[src/rtl/data_mem_arbiter.sv]
// Round-robin arbiter sharing one data-memory port among per-thread LSUs.
// One transaction in flight; valid/ready request-hold handshake on both sides.
module data_mem_arbiter #(
  parameter int ADDR_BITS     = 8,
  parameter int DATA_BITS     = 8,
  parameter int NUM_CONSUMERS = 8
) (
  input  logic                                     clk,
  input  logic                                     reset,
  input  logic [NUM_CONSUMERS-1:0]                 consumer_read_valid,
  input  logic [NUM_CONSUMERS-1:0][ADDR_BITS-1:0]  consumer_read_address,
  output logic [NUM_CONSUMERS-1:0]                 consumer_read_ready,
  output logic [NUM_CONSUMERS-1:0][DATA_BITS-1:0]  consumer_read_data,
  input  logic [NUM_CONSUMERS-1:0]                 consumer_write_valid,
  input  logic [NUM_CONSUMERS-1:0][ADDR_BITS-1:0]  consumer_write_address,
  input  logic [NUM_CONSUMERS-1:0][DATA_BITS-1:0]  consumer_write_data,
  output logic [NUM_CONSUMERS-1:0]                 consumer_write_ready,
  output logic                                     mem_read_valid,
  output logic [ADDR_BITS-1:0]                     mem_read_address,
  input  logic                                     mem_read_ready,
  input  logic [DATA_BITS-1:0]                     mem_read_data,
  output logic                                     mem_write_valid,
  output logic [ADDR_BITS-1:0]                     mem_write_address,
  output logic [DATA_BITS-1:0]                     mem_write_data,
  input  logic                                     mem_write_ready,
  output logic                                     busy
);

  localparam int PTR_W = (NUM_CONSUMERS > 1) ? $clog2(NUM_CONSUMERS) : 1;

  typedef enum logic [2:0] {
    IDLE,
    READ_WAIT,
    WRITE_WAIT,
    READ_RELAY,
    WRITE_RELAY
  } state_e;

  state_e                                  state_q, state_d;
  logic [PTR_W-1:0]                        rr_ptr_q, rr_ptr_d;
  logic [PTR_W-1:0]                        granted_q, granted_d;
  logic                                    mem_read_valid_q, mem_read_valid_d;
  logic [ADDR_BITS-1:0]                    mem_read_address_q, mem_read_address_d;
  logic                                    mem_write_valid_q, mem_write_valid_d;
  logic [ADDR_BITS-1:0]                    mem_write_address_q, mem_write_address_d;
  logic [DATA_BITS-1:0]                    mem_write_data_q, mem_write_data_d;
  logic [NUM_CONSUMERS-1:0]                read_ready_q, read_ready_d;
  logic [NUM_CONSUMERS-1:0][DATA_BITS-1:0] read_data_q, read_data_d;
  logic [NUM_CONSUMERS-1:0]                write_ready_q, write_ready_d;
  logic                                    busy_q, busy_d;

  logic                                    pick_found;
  logic [PTR_W-1:0]                        pick_idx;

  function automatic logic [PTR_W-1:0] wrap_inc(input logic [PTR_W-1:0] p);
    if (p == PTR_W'(NUM_CONSUMERS - 1)) begin
      return '0;
    end
    return p + 1'b1;
  endfunction

  // First requester at or after rr_ptr, wrapping around the consumer ring.
  always_comb begin
    logic [PTR_W-1:0] cand;
    pick_found = 1'b0;
    pick_idx   = rr_ptr_q;
    cand       = rr_ptr_q;
    for (int k = 0; k < NUM_CONSUMERS; k++) begin
      if (!pick_found && (consumer_read_valid[cand] || consumer_write_valid[cand])) begin
        pick_found = 1'b1;
        pick_idx   = cand;
      end
      cand = wrap_inc(cand);
    end
  end

  always_comb begin
    state_d             = state_q;
    rr_ptr_d            = rr_ptr_q;
    granted_d           = granted_q;
    mem_read_valid_d    = mem_read_valid_q;
    mem_read_address_d  = mem_read_address_q;
    mem_write_valid_d   = mem_write_valid_q;
    mem_write_address_d = mem_write_address_q;
    mem_write_data_d    = mem_write_data_q;
    read_ready_d        = read_ready_q;
    read_data_d         = read_data_q;
    write_ready_d       = write_ready_q;

    case (state_q)
      IDLE: begin
        if (pick_found) begin
          granted_d = pick_idx;
          // Read wins when a consumer asserts both; its write gets a later grant.
          if (consumer_read_valid[pick_idx]) begin
            mem_read_valid_d   = 1'b1;
            mem_read_address_d = consumer_read_address[pick_idx];
            state_d            = READ_WAIT;
          end else begin
            mem_write_valid_d   = 1'b1;
            mem_write_address_d = consumer_write_address[pick_idx];
            mem_write_data_d    = consumer_write_data[pick_idx];
            state_d             = WRITE_WAIT;
          end
        end
      end
      READ_WAIT: begin
        if (mem_read_ready) begin
          mem_read_valid_d         = 1'b0;
          read_data_d[granted_q]   = mem_read_data;
          read_ready_d[granted_q]  = 1'b1;
          state_d                  = READ_RELAY;
        end
      end
      WRITE_WAIT: begin
        if (mem_write_ready) begin
          mem_write_valid_d        = 1'b0;
          write_ready_d[granted_q] = 1'b1;
          state_d                  = WRITE_RELAY;
        end
      end
      READ_RELAY: begin
        if (!consumer_read_valid[granted_q]) begin
          read_ready_d[granted_q] = 1'b0;
          rr_ptr_d                = wrap_inc(granted_q);
          state_d                 = IDLE;
        end
      end
      WRITE_RELAY: begin
        if (!consumer_write_valid[granted_q]) begin
          write_ready_d[granted_q] = 1'b0;
          rr_ptr_d                 = wrap_inc(granted_q);
          state_d                  = IDLE;
        end
      end
      default: begin
        state_d = IDLE;
      end
    endcase

    busy_d = (state_d != IDLE);
  end

  always_ff @(posedge clk or negedge reset) begin
    if (!reset) begin
      state_q             <= IDLE;
      rr_ptr_q            <= '0;
      granted_q           <= '0;
      mem_read_valid_q    <= 1'b0;
      mem_read_address_q  <= '0;
      mem_write_valid_q   <= 1'b0;
      mem_write_address_q <= '0;
      mem_write_data_q    <= '0;
      read_ready_q        <= '0;
      read_data_q         <= '0;
      write_ready_q       <= '0;
      busy_q              <= 1'b0;
    end else begin
      state_q             <= state_d;
      rr_ptr_q            <= rr_ptr_d;
      granted_q           <= granted_d;
      mem_read_valid_q    <= mem_read_valid_d;
      mem_read_address_q  <= mem_read_address_d;
      mem_write_valid_q   <= mem_write_valid_d;
      mem_write_address_q <= mem_write_address_d;
      mem_write_data_q    <= mem_write_data_d;
      read_ready_q        <= read_ready_d;
      read_data_q         <= read_data_d;
      write_ready_q       <= write_ready_d;
      busy_q              <= busy_d;
    end
  end

  assign consumer_read_ready  = read_ready_q;
  assign consumer_read_data   = read_data_q;
  assign consumer_write_ready = write_ready_q;
  assign mem_read_valid       = mem_read_valid_q;
  assign mem_read_address     = mem_read_address_q;
  assign mem_write_valid      = mem_write_valid_q;
  assign mem_write_address    = mem_write_address_q;
  assign mem_write_data       = mem_write_data_q;
  assign busy                 = busy_q;

endmodule

[config.mk]
export PLATFORM = sky130hd
export DESIGN_NAME = data_mem_arbiter
export DESIGN_NICKNAME = d
export VERILOG_FILES = /design/src/rtl/data_mem_arbiter.sv
export SDC_FILE = /design/constraint.sdc
export NUM_CORES = 1
export LEC_CHECK = 0
export BUFFER_PORTS_ARGS = -buffer_cell sky130_fd_sc_hd__buf_2
export CAP_MARGIN = 20
export CORE_ASPECT_RATIO = 1.75
export CORE_MARGIN = 8
export CORE_UTILIZATION = 45
export CTS_CLUSTER_DIAMETER = 50
export DETAILED_ROUTE_END_ITERATION = 8
export GPL_TIMING_DRIVEN = 0
export PLACE_DENSITY = 0.8
export SLEW_MARGIN = 20
export SYNTH_ARGS = -nofsm -noshare
export SYNTH_HDL_FRONTEND = slang
export SYNTH_SLANG_ARGS = --single-unit
[constraint.sdc]
create_clock -name clk -period 4.6 [get_ports clk]
set_clock_uncertainty 0.15 [all_clocks]
set_input_delay 0.23 -clock clk [delete_from_list [all_inputs] [get_ports clk]]
set_output_delay 0.23 -clock clk [all_outputs]
set_load 0.03 [all_outputs]
# == Word-level counts from Yosys, hierarchy flattened ==
# Cells that the tools add are included.
# word_totals
reg_bits,116
latch_bits,0
ramBits,0
romBits,0
in_bits,220
out_inout_bits,107
word_cells,219
n_memories,0
# op_classes
add_sub_neg,8
multipliers,0
div,0
magnitude_cmp,11
eq_ne,19
n_shift,0
muxes,117
bitwise_logic,6
n_reduce_logical,39
# ops
op,n
two-way mux 3 bit,31
binary-select mux 8 bit (select 3 bit),3
bitwise mux 64 bit,1
two-way mux 8 bit,8
binary-select mux 1 bit (select 3 bit),19
two-way mux 1 bit,46
"less-than comparator 3 x 4 -> 1 bit, second input constant",10
case mux 8 bit (2 select lines),2
"== test 3 bit, second input constant",9
"adder 3 x 1 -> 3 bit, second input constant",8
demux 8 bit (select 3 bit),1
AND 8 bit,2
bitwise OR 8 bit,2
case mux 3 bit (5 select lines),1
AND reduction 3 bit,5
"inequality test 2 bit, second input constant",7
nonzero test 2 bit,5
logical AND 1 bit,8
logical OR 1 bit,8
inverter 8 bit,1
AND reduction 4 bit,2
zero test 1 bit,7
"== test 3 x 2 -> 1 bit, second input constant",2
case mux 3 bit (2 select lines),1
other kinds (9),11

# == Logic depth before layout (Yosys ltp) ==
# logic_depth
word_depth,32
depth_mapped,18
ltp_nobuf,13

# == Worst setup path before layout ==
# OpenSTA, ideal clock, no wires.
# synth_timing
path_kind,register -> register
start,register rr_ptr_q[0]
end,"register mem_write_address_q[1], in the netlist mem_write_address[1]"
setup_ps,79
arrival_time_ps,3842
required_time_ps,4371
slack_ps,529
stages_incl_launch_ff,18
path_buffers,5
period_less_slack_ps,4071
cell_sequence,dfrtp_1 buf_6 inv_1 ha_1 buf_2 mux4_2 mux2_4 o31a_1 a2111oi_2 o21ai_1 and2_4 buf_4 mux2i_1 a32oi_1 a21bo_1 buf_6 buf_8 mux2i_1
# synth_between
elab_chain_cells,30
word_cells_on_any_way,103
classes_between,7 x add/sub; 7 x eq/ne; 65 x mux; 1 x bitwise; 23 x reduce/logical
# synth_rtl
item,line,source
from (decl),40,"logic [PTR_W-1:0] rr_ptr_q, rr_ptr_d;"
from (signal assigned),160,rr_ptr_q <= rr_ptr_d;
"parallel branches: the longest is 30 deep, another holds adder 3 x 1 -> 3 bit",--,
to (signal assigned),165,mem_write_address_q <= mem_write_address_d;
to (decl),45,"logic [ADDR_BITS-1:0] mem_write_address_q, mem_write_address_d;"
# Parallel ways; which one is timed is not known. The select of a mux whose other input is x is not followed.
# A chain may end at the register's enable or synchronous reset.

# == Worst setup path in the final report ==
# layout_timing
start,register rr_ptr_q[0]
end,"register mem_write_data_q[7], in the netlist mem_write_data[7]"
# layout_between
elab_chain_cells,30
word_cells_on_any_way,103
classes_between,7 x add/sub; 7 x eq/ne; 65 x mux; 1 x bitwise; 23 x reduce/logical
# layout_rtl
item,line,source
"parallel branches: the longest is 30 deep, another holds adder 3 x 1 -> 3 bit",--,
to (signal assigned),166,mem_write_data_q <= mem_write_data_d;
to (decl),46,"logic [DATA_BITS-1:0] mem_write_data_q, mem_write_data_d;"
# Parallel ways; which one is timed is not known. The select of a mux whose other input is x is not followed.

==> tab_implementation.tex <==
\begin{tabular}{lr}
\hline
Metric & Value \\
\hline
\multicolumn{2}{l}{\textbf{Outcome}} \\
Outcome & finished clean \\
\multicolumn{2}{l}{\textbf{Global route}} \\
Pin count of the biggest net entering global routing & 68 \\
Met2 routing resource usage after global routing & 50.55\% \\
Global router's overall resource usage & 27.63\% \\
Vias in the first global route & 7,780 \\
Peak-usage layer in the global routing report & met2 \\
Sum of overflow across all layers after global routing & 0 \\
Antenna violations before repair & 3 \\
Fraction of met1 tracks used by global routing & 28.45\% \\
GR Layer Usage met3 & 7.732\% \\
Wire length of the first global-routing pass & 44,590 um \\
\multicolumn{2}{l}{\textbf{Worst setup path}} \\
Critical Path Start & rr\_ptr\_q[0] \\
CP max-delay cell & sky130\_fd\_sc\_hd\_\_xor3\_2 \\
Critical path data arrival time & 4.67 ns \\
Cell repeated most along the worst path & sky130\_fd\_sc\_hd\_\_mux2i\_1 \\
Crit-path max cell delay & 0.45 ns \\
WS Path Type & flip-flop to flip-flop \\
Logic depth of the worst register-to-register path & 18 \\
Startpoint of the worst-slack reg-to-reg timing path & rr\_ptr\_q[0] \\
Logic depth of the worst setup path including buffers & 18 \\
Ordered list of cells on the worst path & buf\_6, inv\_1, ha\_1, xor3\_2, xnor2\_2, mux4\_2, buf\_2, a21oi\_1, o211ai\_1, o31a\_1, and2\_4, buf\_4, mux2i\_1, a32oi\_2, a21bo\_1, buf\_8, buf\_12, mux2i\_1 \\
Crit path required time & 4.79 ns \\
Number of buffers and inverters on the critical path & 6 \\
Minimum setup slack among reg-to-reg paths & 0.12 ns \\
Largest driver fanout on the critical path & 10 \\
Worst Setup Start Kind & flip-flop \\
Reg-to-reg endpoint & mem\_write\_data[7] \\
Kind of end point of the critical path & flip-flop \\
Cell family with the largest share of critical-path delay & buffers and inverters \\
\multicolumn{2}{l}{\textbf{Pwr}} \\
IR drop worst, VDD & 574.4 uV \\
Power per unit of standard cell area & 993.7 nW/um\^{}2 \\
Tot Pwr & 10.06 mW \\
Leakage component of the power & 5.245 nW \\
\multicolumn{2}{l}{\textbf{CTS}} \\
Maximum level of the CTS H-tree & 4 \\
Clock tree from TritonCTS & built \\
Number of CTS-inserted buffers & 17 \\
Clk pin slew, worst setup/hold paths & 0.06 ns \\
Clock Root Buffer & sky130\_fd\_sc\_hd\_\_clkbuf\_16 \\
Clock net sink count & 116 \\
Clock latency on the worst-skew pair & 0.41 ns \\
Max Buffers Root-to-Sink & 2 \\
\multicolumn{2}{l}{\textbf{Worst hold path}} \\
Hold Startpoint & mem\_read\_data[7] \\
Hold Path Cell Cnt & 2 \\
Min-delay worst type & primary input to flip-flop \\
Hold Path End & consumer\_read\_data[63] \\
\multicolumn{2}{l}{\textbf{Cells and area}} \\
Fill cell count & 1,400 \\
Fin nets & 1,323 \\
Fraction of layout instances using a drive strength above 1 & 45.90\% \\
Fin cells & 1,302 \\
Area grow syn2layout & 36.45\% \\
\multicolumn{2}{l}{\textbf{Logic synthesis}} \\
Synthesis warning total & 0 \\
Net count after synthesis & 966 \\
Per-instance average area after synthesis & 10.04 sq um \\
Most numerous cell types in the synthesized netlist & sky130\_fd\_sc\_hd\_\_nand2\_1 (159), sky130\_fd\_sc\_hd\_\_dfrtp\_1 (116), sky130\_fd\_sc\_hd\_\_mux2i\_1 (94) \\
Number of instances in the synthesized netlist & 739 \\
Cell variety after synth & 60 \\
Proportion of register bits with asynchronous set or reset after synthesis & 100.0\% \\
Number of synthesized register bits & 116 \\
Post-synthesis instance area & 7421 sq um \\
Share of Yosys cell area claimed by the top area cell type & 39.12\% \\
Synth area leaders & sky130\_fd\_sc\_hd\_\_dfrtp\_1 (39\%), sky130\_fd\_sc\_hd\_\_mux2i\_1 (13\%), sky130\_fd\_sc\_hd\_\_mux2\_2 (12\%), sky130\_fd\_sc\_hd\_\_nand2\_1 (8.0\%), sky130\_fd\_sc\_hd\_\_a32oi\_1 (6.0\%) \\
Flip-flop cell with the highest count after synthesis & sky130\_fd\_sc\_hd\_\_dfrtp\_1 \\
EDFF count, synth & 0 \\
Sequential element share of the synthesized area & 39.12\% \\
Synth area leader & sky130\_fd\_sc\_hd\_\_dfrtp\_1 \\
Most numerous cell in the Yosys netlist & sky130\_fd\_sc\_hd\_\_nand2\_1 \\
\multicolumn{2}{l}{\textbf{Placement}} \\
RD Place Congestion & 0.9468 \\
Post-DP HPWL & 23,620 um \\
Number of buffer cells added on primary ports & 326 \\
Instance count after placement with tap cells included & 1,259 \\
Setup slack at placement & -0.4243 ns \\
\multicolumn{2}{l}{\textbf{Floorplan}} \\
Cell row count & 62 \\
Die ar. & 21,020 sq um \\
Vert. Die Dim & 185.9 um \\
Overall die width & 113.1 um \\
Total core area & 16,290 sq um \\
Top-level I/O count & 327 \\
Initial cell density of the core & 45.55\% \\
\multicolumn{2}{l}{\textbf{Timing}} \\
Max Fclk & 0.2230 GHz \\
Crit share post-route & 97.48\% \\
Final hold violation count & 0 \\
Final count of negative-setup-slack endpoints & 0 \\
Tightest Pin Transition & 0.8676 ns \\
WHS & 0.01282 ns \\
Number of pins with negative max-slew slack in the final report & 0 \\
Slew HR & 40.51\% \\
Min Tclk post-route & 4.484 ns \\
Post-route worst setup slack & 0.1158 ns \\
\multicolumn{2}{l}{\textbf{Routing}} \\
Avg WL per Cell & 23.27 um \\
Overall via count from detail\_route & 7,489 \\
Vias per cell & 5.752 \\
Post-Route WL & 30,300 um \\
First-pass DRT Iterations & 7 \\
Violation count after the first detailed-routing iteration & 508 \\
Detail Route Antenna Nets & 0 \\
Number of remaining DRC errors & 0 \\
\multicolumn{2}{l}{\textbf{Run}} \\
Number of violations of the max-capacitance limit & 0 \\
\hline
\end{tabular}
-- logic make-up (layout without fill, tap and decap cells) --
logic type,Yosys count,count (layout),share of synthesized area (%)
adder cells (fa/ha/maj),7,7,1.180
flip-flops,116,116,39.12
buffers and inverters,75,445,4.485
XOR/XNOR,5,5,0.8093
multiplexers,189,189,29.12
AND/OR/NAND/NOR,240,240,14.23
other,0,1,0
AO/OA/AOI/OAI,107,107,11.06
-- cells in the final DEF, fill, tap and decap left out, drive strengths merged, types with 7 or more instances in the layout --
| cell type | synthesis | routed |
|---|---|---|
| buf | 18 | 351 |
| nand2 | 159 | 159 |
| dfrtp | 116 | 116 |
| mux2i | 94 | 94 |
| mux2 | 82 | 82 |
| a32oi | 51 | 51 |
| clkbuf | 28 | 47 |
| nor2 | 33 | 33 |
| inv | 29 | 31 |
| o21ai | 16 | 16 |
| a21oi | 13 | 13 |
| mux4 | 13 | 13 |
| nand3 | 12 | 12 |
| clkinv | 0 | 8 |
| ha | 7 | 7 |
-- per-stage QoR --
| step | TNS (ns) | area (sq um) | utilization, % |
|---|---|---|---|
| 2_1_floorplan | 0 | 7421 | - |
| 3_3_place_gp | -4.555 | 9293 | 57.04 |
| 3_5_place_dp | -6.354 | 9344 | 57.36 |
| 4_1_cts | 0 | 10050 | 61.72 |
| 5_1_grt | -0.01196 | 10130 | 62.16 |
| 6_report | 0 | 10130 | 62.16 |
-- final cells by class --
class                      instances  area, sq um  area share, %
antenna                            1        2.502        0.02471
buffer                            46        262.8          2.595
clock buffer                      18        429.2          4.238
clock inverter                    14        177.7          1.755
inverter                          29        108.9          1.075
multi-input combinational        548         4243          41.90
sequential                       116         2904          28.68
tap                              192        240.2          2.372
timing repair buffer             338         1758          17.36
-- power by group --
group / switching, mW / internal (mW) / total, mW
Sequential: 0.295 / 1.51 / 1.80
Clock: 0.516 / 0.858 / 1.37
Combinational: 4.33 / 2.56 / 6.89
-- worst max path at each step --
stage	slack [ns]	endpoint
finish	0.12	mem_write_data[7]
global route	-0.01	mem_write_address[4]
CTS	0.02	mem_write_data[7]
detailed placement	-0.42	mem_write_data[1]
global placement	-0.35	mem_write_address[5]
floorplan	0.53	mem_write_address[1]
-- timing repair --
action / CTS / global route
setup endpoints to repair: 29 / 28
hold buffers: 4 / 0
buffers inserted: 3 / 3
endpoints found under the hold margin: 55 / 0
pin swaps: 2 / 3
gates resized for setup: 15 / 21
-- worst reg2reg max path, cell delays in order (launching register included) --
cell and delay [ns]:
sky130_fd_sc_hd__dfrtp_1 0.41, sky130_fd_sc_hd__buf_6 0.13, sky130_fd_sc_hd__inv_1 0.15, sky130_fd_sc_hd__ha_1 0.29, sky130_fd_sc_hd__xor3_2 0.45, sky130_fd_sc_hd__xnor2_2 0.25
sky130_fd_sc_hd__mux4_2 0.38, sky130_fd_sc_hd__buf_2 0.22, sky130_fd_sc_hd__a21oi_1 0.16, sky130_fd_sc_hd__o211ai_1 0.11, sky130_fd_sc_hd__o31a_1 0.28, sky130_fd_sc_hd__and2_4 0.17
sky130_fd_sc_hd__buf_4 0.17, sky130_fd_sc_hd__mux2i_1 0.14, sky130_fd_sc_hd__a32oi_2 0.20, sky130_fd_sc_hd__a21bo_1 0.20, sky130_fd_sc_hd__buf_8 0.17, sky130_fd_sc_hd__buf_12 0.17
sky130_fd_sc_hd__mux2i_1 0.22
-- metal layers --
| layer | vias to the layer above | wire [um] |
|---|---|---|
| li1 | 3398 | - |
| met1 | 3605 | 10420 |
| met2 | 400 | 16130 |
| met3 | 82 | 2588 |
| met4 | 4 | 1136 |
| met5 | - | 19 |
Note: power is estimated with default switching activity, not from simulation.
